$ cat src/rtl/ixc_skid_pkg.sv
// Shared types and defaults for the ixc skid buffer slice.
package ixc_skid_pkg;

    typedef enum logic [1:0] {
        EMPTY = 2'd0,
        ONE   = 2'd1,
        FULL  = 2'd2
    } skid_state_e;

    localparam int SKID_W = 10;

endpackage

$ cat src/rtl/ixc_skid_entry.sv
// W-bit storage register with load enable and synchronous active-low clear.
module ixc_skid_entry #(
    parameter int W = 10
) (
    input  logic         clk,
    input  logic         rst_n,
    input  logic         en,
    input  logic [W-1:0] d,
    output logic [W-1:0] q
);

    always_ff @(posedge clk) begin
        if (!rst_n)
            q <= '0;
        else if (en)
            q <= d;
    end

endmodule

$ cat src/rtl/ixc_skid_10.sv
// Two-entry skid buffer: HEAD drives L, SKID absorbs one beat of back-pressure.
// IN_RDY and OUT_VLD come straight from flops so neither handshake input reaches an output.
module ixc_skid_10
    import ixc_skid_pkg::*;
#(
    parameter int W = SKID_W
) (
    input  logic         CLK,
    input  logic         RST_N,
    input  logic         FLUSH,
    input  logic [W-1:0] R,
    input  logic         IN_VLD,
    output logic         IN_RDY,
    output logic [W-1:0] L,
    output logic         OUT_VLD,
    input  logic         OUT_RDY
);

    skid_state_e  state_q, state_d;
    logic         in_rdy_q, out_vld_q;
    logic         push, pop;
    logic         head_en, skid_en;
    logic [W-1:0] head_d, head_q, skid_q;

    assign push    = IN_VLD & in_rdy_q;
    assign pop     = out_vld_q & OUT_RDY;
    assign IN_RDY  = in_rdy_q;
    assign OUT_VLD = out_vld_q;
    assign L       = head_q;

    always_comb begin
        state_d = state_q;
        head_en = 1'b0;
        skid_en = 1'b0;
        head_d  = R;
        case (state_q)
            EMPTY: begin
                if (push) begin
                    state_d = ONE;
                    head_en = 1'b1;
                end
            end
            ONE: begin
                if (push && !pop) begin
                    state_d = FULL;
                    skid_en = 1'b1;
                end else if (pop && !push) begin
                    state_d = EMPTY;
                end else if (push && pop) begin
                    head_en = 1'b1;
                end
            end
            FULL: begin
                if (pop) begin
                    state_d = ONE;
                    head_en = 1'b1;
                    head_d  = skid_q;
                end
            end
            default: state_d = EMPTY;
        endcase
        // Flush only drops occupancy; stored data stays put so L holds its last value.
        if (FLUSH) begin
            state_d = EMPTY;
            head_en = 1'b0;
            skid_en = 1'b0;
        end
    end

    always_ff @(posedge CLK) begin
        if (!RST_N) begin
            state_q   <= EMPTY;
            in_rdy_q  <= 1'b0;
            out_vld_q <= 1'b0;
        end else begin
            state_q   <= state_d;
            in_rdy_q  <= (state_d != FULL);
            out_vld_q <= (state_d != EMPTY);
        end
    end

    ixc_skid_entry #(.W(W)) u_head (
        .clk   (CLK),
        .rst_n (RST_N),
        .en    (head_en),
        .d     (head_d),
        .q     (head_q)
    );

    ixc_skid_entry #(.W(W)) u_skid (
        .clk   (CLK),
        .rst_n (RST_N),
        .en    (skid_en),
        .d     (R),
        .q     (skid_q)
    );

endmodule

$ cat config.mk
export PLATFORM = sky130hd
export DESIGN_NAME = ixc_skid_10
export DESIGN_NICKNAME = d
export VERILOG_FILES = /design/src/rtl/ixc_skid_pkg.sv /design/src/rtl/ixc_skid_entry.sv /design/src/rtl/ixc_skid_10.sv
export SDC_FILE = /design/constraint.sdc
export NUM_CORES = 1
export LEC_CHECK = 0
export ABC_AREA = 1
export BUFFER_PORTS_ARGS = -buffer_cell sky130_fd_sc_hd__buf_4
export CORE_ASPECT_RATIO = 1.25
export CORE_UTILIZATION = 50
export CTS_BUF_LIST = sky130_fd_sc_hd__clkbuf_4 sky130_fd_sc_hd__clkbuf_8
export CTS_CLUSTER_SIZE = 40
export DETAILED_ROUTE_END_ITERATION = 16
export GPL_TIMING_DRIVEN = 0
export PLACE_DENSITY = 0.72
export SYNTH_ARGS = -nofsm -noshare
export SYNTH_HDL_FRONTEND = slang
export SYNTH_HIERARCHICAL = 1
export SYNTH_SLANG_ARGS = --single-unit
$ cat constraint.sdc
create_clock -name CLK -period 2.6 [get_ports CLK]
set_input_delay 0.52 -clock CLK [delete_from_list [all_inputs] [get_ports CLK]]
set_output_delay 0.52 -clock CLK [all_outputs]
set_load 0.02 [all_outputs]
==> key figures <==
Detailed routing
  – Via total after detailed routing: between 1000 and 1500
  – Final routed wirelength across all metal layers: between 2 and 2.5 mm
  – DR iter-0 viols: 21
  – Average routed wire per standard cell: 9.27 um
  – Number of detailed-route iterations in the first pass: 4
  – Post-DRT Antenna Nets: 0
  – Vias/cell: between 4 and 5
  – DRC violation count after routing: 0

Placement
  – Number of buffer cells added on primary ports: 26
  – Post-placement worst setup slack: between 1 and 1.5 ns
  – Cell Count Post-Placement: 252
  – Final HPWL from detailed placement: between 1.5 and 2 mm
  – Weighted congestion reported at the end of routability-driven placement: roughly 0.74

Synthesis
  – List of most frequent post-synthesis cells: 71 x sky130_fd_sc_hd__nand2_1, 41 x sky130_fd_sc_hd__nor2_1, 27 x sky130_fd_sc_hd__inv_1
  – Async set-or-reset flop fraction in the synthesized netlist: 0%
  – Compound-gate portion of the synthesized area: less than 1%
  – Portion of netlist area occupied by mux cells: 0%
  – Area fraction of the dominant cell type after synthesis: between 30% and 40%
  – Net count after synthesis: between 200 and 250
  – Post-synthesis cell type count: 15
  – Main combinational cell family by area after synthesis: simple AND/OR/NAND/NOR gates
  – Warnings from Yosys: 6
  – Cell Area, Synth: approximately 0.0012 mm2
  – Leading cell type by number of instances after synthesis: sky130_fd_sc_hd__nand2_1
  – Synthesized flop and latch total: 24
  – Share of the yosys chip area belonging to registers: roughly two fifths
  – Fraction of synthesized cell area in xor and xnor cells: 0%
  – Share of synthesized cell area in and, or, nand and nor gates: ~44%
  – Cell taking the most area after synthesis: sky130_fd_sc_hd__dfxtp_1
  – Main flop type after synthesis: sky130_fd_sc_hd__dfxtp_1
  – Adder-cell area share of the yosys netlist: 0%
  – Synthesized area per cell: slightly above 6 um2
  – Largest cells by area after synthesis: sky130_fd_sc_hd__dfxtp_1 40%, sky130_fd_sc_hd__nand2_1 22%, sky130_fd_sc_hd__nor2_1 13%
  – Number of enable-type register cells in the synthesized netlist: 0
  – Cell count after synthesis: between 150 and 200

GRT
  – Total congestion overflow: 0
  – Wire length of the first global-routing pass: between 3 and 4 mm
  – Pin count of the biggest net entering global routing: 14
  – GRT Util Overall: between 20 and 25%
  – Via count of the first global-routing pass: about 1000
  – Number of antenna violations at the first check in global routing: 0

Clocking
  – Clk pin slew, worst setup/hold paths: between 0.1 and 0.15 ns
  – Number of buffers added by the clock tree synthesis step: 3
  – Number of buffers inserted for hold repair after clock tree synthesis: 0
  – Root cell of the clock tree: sky130_fd_sc_hd__clkbuf_4
  – Deepest level of the CTS H-tree: 1
  – Post-CTS repair timing setup buffer count: 0
  – Number of sinks on the clock net: 24
  – Number of gates given a new drive strength after cts: 0
  – Number of buffers on the longest clock path: 2
  – Insertion delay to the later sink of the worst-skew pair: roughly 0.31 ns
  – Clock tree from TritonCTS: done

Worst setup path
  – Series of cell instances along the critical path: buf_4
  – Delay-heaviest family, CP: flip-flops
  – Critical path's largest stage delay: roughly 0.38 ns
  – Worst-case register-to-register setup slack: approximately 1.3 ns
  – Startpoint kind of the worst setup timing path: flip-flop
  – Slowest stage cell on the critical path: sky130_fd_sc_hd__dfxtp_1
  – Arrival time at the worst endpoint: ~0.84 ns
  – Startpoint of the worst register-to-register path: OUT_VLD
  – Category of the most critical setup path: flip-flop to output port
  – Critical Path RT: about 2.1 ns
  – Max Fanout on Critical Path: 3
  – Combined buffer and inverter count along the critical path: 1
  – Critical Path Sink Type: output port
  – Start point of the critical path: OUT_VLD

Min path
  – Origin of the worst min-delay path: RST_N
  – Path category of the worst min-delay check: input port to flip-flop

STA
  – Clock period minus worst slack: ~1.4 ns
  – Count of pins over their slew limit: 0
  – Setup repair after global routing missed its margin: no
  – Share of the clock period used by the worst path: ~52%
  – Worst Setup Slack, final: 1.24 ns
  – Relative slew margins: between 80 and 90%
  – Worst Hold Margin: around 0.47 ns
  – Hold Vio Cnt, Final: 0
  – Total Neg Setup Slack: 0 ns
  – Max Clk Rate: about 0.73 GHz
  – Transition time at the pin with the least slew margin: about 0.22 ns
  – Count of endpoints failing setup in the final report: 0
  – Setup Skew: 0.00220 ns

Final layout
  – Register area: roughly 480 um2
  – Final cell count without fillers: about 260
  – Post-layout net count: around 240
  – Area growth from synthesis to layout: 22.4%
  – Number of antenna diodes: 0
  – Layout filler cell count: between 200 and 250
  – Area of the multi-input gates: roughly 540 um2
  – Share of cells above drive strength 1: between 20% and 30%

Status
  – Outcome: complete, no violations

Floorplan
  – Vertical extent of the die: ~57 um
  – Die width: approximately 46 um
  – Core box area: about 0.0022 mm2
  – Starting density of the core: between 50% and 60%
  – Count of standard-cell rows: 19
  – I/O pin count: 27
  – Die Area: between 0.002 and 0.003 mm2

Pwr
  – Largest vdd supply drop: 0.325 mV
  – Power Dens Cells: about 470 mW/mm2
  – Final total power: approximately 0.69 mW
  – Lkg Pwr: about 0.84 nW

Job
  – MaxCap Viol Count: 0
## worst min-delay path, cell delays in order
cell                      delay [ns]
sky130_fd_sc_hd__buf_4          0.10
sky130_fd_sc_hd__nand3_2        0.08
sky130_fd_sc_hd__inv_1          0.05
## where the power goes
group          total, mW  internal, mW  switching, mW
combinational      0.105        0.0476         0.0571
sequential         0.385         0.379        0.00604
clock              0.196        0.0854          0.111
total              0.687         0.512          0.174
## cells in the final DEF (no fill, tap or decap), drive strengths merged
| master | n |
|---|---|
| nand2 | 73 |
| nor2 | 43 |
| buf | 35 |
| inv | 29 |
| dfxtp | 24 |
| nand3 | 14 |
| clkbuf | 4 |
| a21oi | 2 |
| nand4 | 1 |
## flip-flops by register name, summed over array words and instances (netlist names)
name and count:
IN_RDY 1, OUT_VLD 1, u_head/q 10, state_q 2, u_skid/q 10
## cell type report
| class | instances | area share, % |
|---|---|---|
| Multi-Input combinational cell | 133 | 36.7 |
| Timing Repair Buffer | 26 | 13.2 |
| Clock buffer | 4 | 2.46 |
| Buffer | 9 | 5.00 |
| Sequential cell | 24 | 32.6 |
| Tap cell | 31 | 2.63 |
| Inverter | 29 | 7.38 |
## through the flow
stage,utilization [%],cell area [um2]
6_report,66.0,1480
5_1_grt,66.0,1480
4_1_cts,66.0,1480
3_5_place_dp,64.4,1440
3_3_place_gp,64.4,1440
2_1_floorplan,-,1200
## logic make-up after synthesis
group                  after synthesis
and+or+nand+nor                    131
DFF                                 24
buffers and inverters               38
AOI/OAI and AO/OA                    2
## per-layer routing
| metal | vias to the layer above | part of all wire [%] | GRT usage (%) |
|---|---|---|---|
| met4 | 0 | 0.67 | 6.30 |
| met5 | - | 0 | 0 |
| met3 | 2 | 5.1 | 3.22 |
| met2 | 28 | 51 | 35.0 |
| met1 | 499 | 43 | 24.7 |
| li1 | 628 | - | - |
## worst paths after layout
path | end | depth (start not counted)
min reg2reg | u_head/q[5] | 2
min | state_q[1] | 3
max | OUT_VLD | 1
max reg2reg | u_head/q[8] | 7
No activity file was read; power rests on OpenSTA's default activity.
